==> src/rtl/fifo_reader.sv <==
// Drains an upstream FIFO with one-cycle read latency into a 2-entry registered output stream.
// Read requests are throttled so a word in flight always has a buffer slot waiting for it.
module fifo_reader #(
  parameter int unsigned DATA_WIDTH = 8,
  parameter int unsigned CNT_WIDTH  = 16
) (
  input  logic                  clk,
  input  logic                  rst_n,
  input  logic                  en,
  input  logic                  fifo_empty,
  output logic                  fifo_r_en,
  input  logic [DATA_WIDTH-1:0] fifo_data,
  output logic                  m_valid,
  output logic [DATA_WIDTH-1:0] m_data,
  input  logic                  m_ready,
  output logic                  busy,
  output logic [CNT_WIDTH-1:0]  xfer_count
);

  logic [1:0]            occ_q, occ_d;
  logic                  inflight_q;
  logic                  valid_q;
  logic [DATA_WIDTH-1:0] head_q, head_d;
  logic [DATA_WIDTH-1:0] tail_q, tail_d;
  logic [CNT_WIDTH-1:0]  cnt_q;

  logic       pop;
  logic [2:0] level_after;
  logic [1:0] remain;

  assign pop = valid_q & m_ready;

  // Buffer level after this edge if no new read is issued; pop implies occ_q >= 1.
  assign level_after = {1'b0, occ_q} + {2'b00, inflight_q} - {2'b00, pop};
  assign remain      = occ_q - {1'b0, pop};

  assign fifo_r_en = rst_n & en & ~fifo_empty & (level_after < 3'd2);

  always_comb begin
    occ_d  = level_after[1:0];
    head_d = head_q;
    tail_d = tail_q;
    // Only shift when a second word exists, so head keeps the last word once emptied.
    if (pop && (occ_q == 2'd2)) begin
      head_d = tail_q;
    end
    if (inflight_q) begin
      if (remain == 2'd0) begin
        head_d = fifo_data;
      end else begin
        tail_d = fifo_data;
      end
    end
  end

  always_ff @(posedge clk) begin
    if (!rst_n) begin
      occ_q      <= 2'd0;
      inflight_q <= 1'b0;
      valid_q    <= 1'b0;
      head_q     <= '0;
      tail_q     <= '0;
      cnt_q      <= '0;
    end else begin
      occ_q      <= occ_d;
      inflight_q <= fifo_r_en;
      valid_q    <= (occ_d != 2'd0);
      head_q     <= head_d;
      tail_q     <= tail_d;
      if (pop) begin
        cnt_q <= cnt_q + CNT_WIDTH'(1);
      end
    end
  end

  assign m_valid    = valid_q;
  assign m_data     = head_q;
  assign busy       = (occ_q != 2'd0) | inflight_q;
  assign xfer_count = cnt_q;

  occupancy_bound_a: assert property (@(posedge clk) disable iff (!rst_n)
    ({1'b0, occ_q} + {2'b00, inflight_q}) <= 3'd2);

endmodule

==> config.mk <==
export PLATFORM = sky130hd
export DESIGN_NAME = fifo_reader
export DESIGN_NICKNAME = d
export VERILOG_FILES = /design/src/rtl/fifo_reader.sv
export SDC_FILE = /design/constraint.sdc
export NUM_CORES = 1
export LEC_CHECK = 0
export BUFFER_PORTS_ARGS = -buffer_cell sky130_fd_sc_hd__buf_2
export CORE_MARGIN = 2
export CORE_UTILIZATION = 52
export DETAILED_ROUTE_END_ITERATION = 8
export HOLD_SLACK_MARGIN = 0.03
export PLACE_DENSITY = 0.78
export SYNTH_ARGS = -nofsm -noshare
export SYNTH_HDL_FRONTEND = slang
export SYNTH_SLANG_ARGS = --single-unit
==> constraint.sdc <==
create_clock -name clk -period 3 [get_ports clk]
set_input_delay 0.6 -clock clk [delete_from_list [all_inputs] [get_ports clk]]
set_output_delay 0.6 -clock clk [all_outputs]
set_load 0.01 [all_outputs]
## Word-level counts from Yosys, hierarchy flattened

Index checks and enable logic that the tools add are counted.

| cells by class | value |
|---|---|
| add/sub/neg operators | 4 |
| bitwise operators | 7 |
| eq/ne operators | 1 |
| muxes and demuxes | 3 |
| $lt $le $gt $ge | 1 |
| reduce and logical (&&, ||, !) cells | 5 |

Operators by type and width:

| cell | number |
|---|---|
| 8-bit two-way mux | 3 |
| 16-bit by 1-bit adder with 16-bit output, second input constant | 1 |
| 1-bit bitwise AND | 4 |
| 2-bit nonzero test | 2 |
| 2-bit by 1-bit adder with 3-bit output | 1 |
| 3-bit by 2-bit < comparator with 1-bit output, second input constant | 1 |
| 3-bit by 1-bit subtractor with 3-bit output | 1 |
| 2-bit == test, second input constant | 1 |
| 2-bit logical NOT | 1 |
| 1-bit inverter | 2 |
| 2-bit AND reduction | 1 |
| 2-bit by 1-bit subtractor with 2-bit output | 1 |
| 1-bit logical AND | 1 |
| 1-bit OR | 1 |

| storage, ports and cells | value |
|---|---|
| register bits | 36 |
| output and inout bits | 27 |
| bits of input ports | 13 |
| word-level logic and storage cells | 27 |

## Longest topological paths before layout

| depth | value |
|---|---|
| depth after elaboration | 5 |
| mapped depth | 8 |
| gate-level depth less buffers | 7 |

## Worst setup path before layout

Ideal clock, no wire load.

| path | value |
|---|---|
| path type | input-to-output |
| start | input m_ready |
| end | output fifo_r_en |
| cell stages on the path | 7 |
| arrival time | 2.245 ns |
| data required time | 2.400 ns |
| setup slack | 0.155 ns |
| path through | buf_4 -> nand2_1 -> or2_2 -> nand2_1 -> ha_1 -> fa_1 -> nor4_1 |

| between the ends | value |
|---|---|
| longest elaborated chain between the ends | 4 |

Ends and longest elaborated chain:

| element | line | RTL |
|---|---|---|
| from (decl) | 15 | `input logic m_ready,` |
| 1-bit bitwise AND | 31 | `assign pop = valid_q & m_ready;` |
| 3-bit by 1-bit subtractor with 3-bit output | 34 | `assign level_after = {1'b0, occ_q} + {2'b00, inflight_q} - {2'b00, pop};` |
| net level_after[1] | 28 | `logic [2:0] level_after;` |
| 3-bit by 2-bit < comparator with 1-bit output | 37 | `assign fifo_r_en = rst_n & en & ~fifo_empty & (level_after < 3'd2);` |
| 1-bit bitwise AND | 37 |  |
| to (decl) | 11 | `output logic fifo_r_en,` |

The timed path passes the listed nets, and every way through them passes these cells.

## Worst setup path after layout

| path | value |
|---|---|
| start | register valid_q (netlist: m_valid) |
| end | output fifo_r_en |

| between the ends | value |
|---|---|
| longest elaborated chain between the ends | 4 |

Ends and longest elaborated chain:

| element | line | RTL |
|---|---|---|
| from (decl) | 22 | `logic valid_q;` |
| from (signal assigned) | 67 | `valid_q <= (occ_d != 2'd0);` |
| 1-bit bitwise AND | 31 |  |
| 3-bit by 1-bit subtractor with 3-bit output | 34 |  |
| net level_after[1] | 28 |  |
| 3-bit by 2-bit < comparator with 1-bit output | 37 |  |
| 1-bit bitwise AND | 37 |  |

The timed path passes the listed nets, and every way through them passes these cells.

==> flow_results.org <==
** Outcome
- The flow ran to the end, and the final reports show no timing, DRC or antenna violations.

** Die
- Row count :: 20
- Measured along the x axis, the die boundary spans 61.1 um.
- The floorplan step defined a core boundary enclosing 3080 um^2.
- The die covers 3740 um^2.
- Number of top-level pins :: 40
- Chip height :: 61.1 um
- For this configuration, the core starts out at a cell density of 0.552.

** Synth
- YS warnings :: 0
- Sequential area share after synthesis :: 0.424
- Library cells used by synthesis :: 33
- Of the total synthesized cell area, the portion taken by AND, OR, NAND and NOR gates is 0.279.
- Combinational family with the most area after synthesis :: simple AND/OR/NAND/NOR gates
- Library cell with the largest summed area after synthesis :: sky130_fd_sc_hd__dfxtp_1
- Of the total synthesized cell area, the portion taken by full adders, half adders and majority gates is 0.0265.
- In this run the cell area of the synthesized design comes to 1700 um^2.
- Each instance of the synthesized netlist takes up on average 9.54 um^2.
- Proportion of synthesized area in mux cells :: 0.112
- Share of the synthesized area in compound gates (AO/OA/AOI/OAI) :: 0.0501
- Post-synth net total :: 194
- In the synthesized netlist, the number of instances is 178.
- Of the total synthesized cell area, the portion taken by XOR and XNOR cells is 0.0722.
- Leading post-synthesis cells by cell area :: sky130_fd_sc_hd__dfxtp_1 (42%), sky130_fd_sc_hd__nand2_1 (6.0%), sky130_fd_sc_hd__mux2i_1 (5.9%), sky130_fd_sc_hd__and2_1 (5.5%), sky130_fd_sc_hd__mux2_2 (5.3%)
- FF+latch count, synth :: 36
- Fraction of post-synthesis cell area in the top cell type by area :: 0.424

** Critical path
- Required time at the worst-slack endpoint :: 2.40 ns
- CP Launch Type :: register
- Crit path arrival time :: 2.32 ns
- Of all nets on the critical path, the largest fanout is 4.
- Worst-path cell chain :: nand2_1 > or2_2 > nand2_1 > ha_1 > fa_1 > nor4_2 > buf_2
- In this design, the stage delay of the slowest critical-path cell is 0.47 ns.
- Most repeated library cell on the critical path :: sky130_fd_sc_hd__nand2_1
- Critical Path Sink Type :: output port
- Slowest stage cell on the critical path :: sky130_fd_sc_hd__fa_1
- The worst setup path is of the register to output port kind.

** Drt
- After detailed routing, the average wire length per cell comes to 12.7 um.
- Post-route ant nets :: 0
- Per-cell via count in the routed design :: 5.22
- For this run, design rule violations remaining after detail routing come to 0.
- Total wire length :: 3350 um
- The routed layout has 1,373 vias.
- Iteration-0 DRC Markers :: 57
- Before antenna repair, the detailed router went through 4 iterations.

** Worst hold path
- In this run the worst hold path is classified as input port to register.

** Global routing
- The via count of the first global-routing pass is 1,337.
- Remaining Overflow, GRT :: 0
- GR Util All Layers :: 0.199
- Number of antenna violations at the first check in global routing :: 0
- The first global-routing pass estimated 5460 um of wire.
- Largest net degree at the start of global routing :: 45

** Clocking
- After clock tree synthesis, the clock-pin slew on the worst setup and hold paths is 0.10 ns.
- After clock tree synthesis, the setup repair step added 0 buffers.
- For this design, the CTS-stage hold fixing added 0 buffers.
- The tree built by TritonCTS fans out to 36 sinks.
- Post-cts gate resize count :: 0
- The later pin in the worst-skew pair is clocked with a latency of 0.35 ns.
- TritonCTS built the clock tree.
- Clock tree buffer depth :: 2
- Number of buffers created by CTS :: 5
- Clock root buffer :: sky130_fd_sc_hd__clkbuf_4
- The H-tree generated during clock tree synthesis spans 2 levels.

** Cells and area
- Inserted Diodes :: 0
- Once layout is complete, the cells apart from fillers number 263.
- Count of filler cells inserted in the layout :: 292
- Number of nets in the layout :: 234
- Relative to the synthesized area, the layout overhead comes to 17.3%.
- Of the cells placed in the final design, the portion with a size suffix greater than 1 is 0.324.

** Timing
- Normalized max-slew margin :: 0.566
- For the pin with the worst max-slew slack, the measured transition is 0.649 ns.
- The max-slew violation count was 0.
- Timing-limited maximum frequency :: 342 MHz
- Of the available clock period, the critical path in the final layout requires 0.974.
- The hold violation count in the final report is 0.
- Number of endpoints failing setup at the final stage :: 0
- After layout, the minimum clock period comes to 2.92 ns.
- Across the routed clock network, the largest skew measured is 0.00761 ns.

** Place
- The congestion estimate from routability-driven global placement came to 0.732.
- During placement, the flow inserted port buffers numbering 39.
- Summed over all nets, the half-perimeter wirelength after detailed placement is 2390 um.
- After detailed placement, the design holds a cell count of 255.

** Power and ir drop
- Static leakage power :: 0.965 nW
- Overall power consumption after layout is estimated at 1.04 mW.
- Maximum VDD drop :: 0.335 mV
- For this design the ratio of total power to cell area is 524 nW/um^2.

** Flow run
- Across the run, the number of max-cap violations was 0.
-- power by group --
part	internal [mW]	switching (mW)	leakage [nW]
logic	0.101	0.127	0.636
registers	0.512	0.0309	0.291
clock network	0.111	0.161	0.0380
-- cells by family after synthesis --
group,Yosys count
buf+inv,13
simple gates,82
flops,36
mux,18
xor+xnor,14
fa+ha+maj,3
compound gates,12
-- cells in the final DEF (no fill, tap or decap), types with 5 or more instances in the layout --
master | netlist | routed
sky130_fd_sc_hd__buf_2 | 1 | 39
sky130_fd_sc_hd__dfxtp_1 | 36 | 36
sky130_fd_sc_hd__nand2_1 | 27 | 27
sky130_fd_sc_hd__and2_1 | 15 | 15
sky130_fd_sc_hd__nand3_1 | 12 | 12
sky130_fd_sc_hd__mux2i_1 | 10 | 10
sky130_fd_sc_hd__xnor2_1 | 8 | 8
sky130_fd_sc_hd__mux2_2 | 8 | 8
sky130_fd_sc_hd__o21ai_0 | 8 | 8
sky130_fd_sc_hd__xor2_1 | 6 | 6
sky130_fd_sc_hd__clkbuf_4 | 0 | 5
-- worst max-delay path: cells and delay by family, from the launching register on --
| kind | cells | cell delay [ns] |
|---|---|---|
| fa+ha+maj | 2 | 0.62 |
| flops | 1 | 0.34 |
| simple gates | 4 | 0.83 |
| buf+inv | 1 | 0.18 |
-- area by class of cell --
cell class / instances / area, um^2 / area share
multi-input combinational: 129 / 922 / 0.463
inverter: 4 / 15.0 / 0.00754
timing repair buffer: 42 / 218 / 0.109
clock buffer: 6 / 51.3 / 0.0258
sequential: 36 / 721 / 0.362
tap: 44 / 55.1 / 0.0276
clock inverter: 2 / 10.0 / 0.00503
-- path summary, 6_finish.rpt --
kind	start	to	slack [ns]	cells past startpoint
worst max register to register	m_valid	m_valid	0.97	7
worst max-delay path	m_valid	fifo_r_en	0.08	7
worst min register to register	tail_q[6]	tail_q[6]	0.47	2
worst min-delay path	fifo_empty	inflight_q	0.46	2
-- cells in the mapped netlist --
cell type	number
sky130_fd_sc_hd__o21ai_0	8
sky130_fd_sc_hd__nand2b_1	2
sky130_fd_sc_hd__nand4_4	1
sky130_fd_sc_hd__a21boi_0	1
sky130_fd_sc_hd__mux2_2	8
sky130_fd_sc_hd__fa_1	1
sky130_fd_sc_hd__mux2i_1	10
sky130_fd_sc_hd__nand3_2	1
sky130_fd_sc_hd__or2_2	2
sky130_fd_sc_hd__nor4_2	3
sky130_fd_sc_hd__and4_1	1
sky130_fd_sc_hd__xnor2_1	8
sky130_fd_sc_hd__xor2_1	6
sky130_fd_sc_hd__o211ai_2	1
sky130_fd_sc_hd__ha_1	2
sky130_fd_sc_hd__a21oi_2	1
sky130_fd_sc_hd__buf_4	3
sky130_fd_sc_hd__nor4_1	4
sky130_fd_sc_hd__nand4_1	3
sky130_fd_sc_hd__nand4b_2	1
sky130_fd_sc_hd__nand2_1	27
sky130_fd_sc_hd__nand3_1	12
sky130_fd_sc_hd__o21ai_4	1
sky130_fd_sc_hd__dfxtp_1	36
sky130_fd_sc_hd__and2_1	15
sky130_fd_sc_hd__nand4_2	1
sky130_fd_sc_hd__or3_1	1
sky130_fd_sc_hd__buf_2	1
sky130_fd_sc_hd__nor2_1	3
sky130_fd_sc_hd__clkbuf_1	5
sky130_fd_sc_hd__inv_1	4
sky130_fd_sc_hd__and3_1	1
sky130_fd_sc_hd__nor3_1	4
-- state kept, by name (all words and copies together), names as in the netlist --
signal / count
occ_q: 2
tail_q: 8
inflight_q: 1
m_valid: 1
m_data: 8
xfer_count: 16
-- per-layer routing --
| layer | track usage | part of all wire | wire, um | vias up |
|---|---|---|---|---|
| li1 | - | - | - | 692 |
| met1 | 0.217 | 0.41 | 1380 | 646 |
| met2 | 0.354 | 0.52 | 1760 | 28 |
| met3 | 0.0546 | 0.044 | 146 | 7 |
| met4 | 0.0932 | 0.020 | 68 | 0 |
| met5 | 0 | 0 | 0 | - |
-- stage by stage --
step	util	setup slack [ns]	cell area, um^2	TNS (ns)	hold WS, ns
2_1_floorplan	-	0.155	1700	0	0.436
3_3_place_gp	0.625	0.229	1920	0	0.441
3_5_place_dp	0.625	0.156	1920	0	0.458
4_1_cts	0.645	0.121	1990	0	0.421
5_1_grt	0.647	-0.0517	1990	-0.0517	0.445
6_report	0.647	0.0773	1990	0	0.458
No activity file was read; power rests on OpenSTA's default activity.
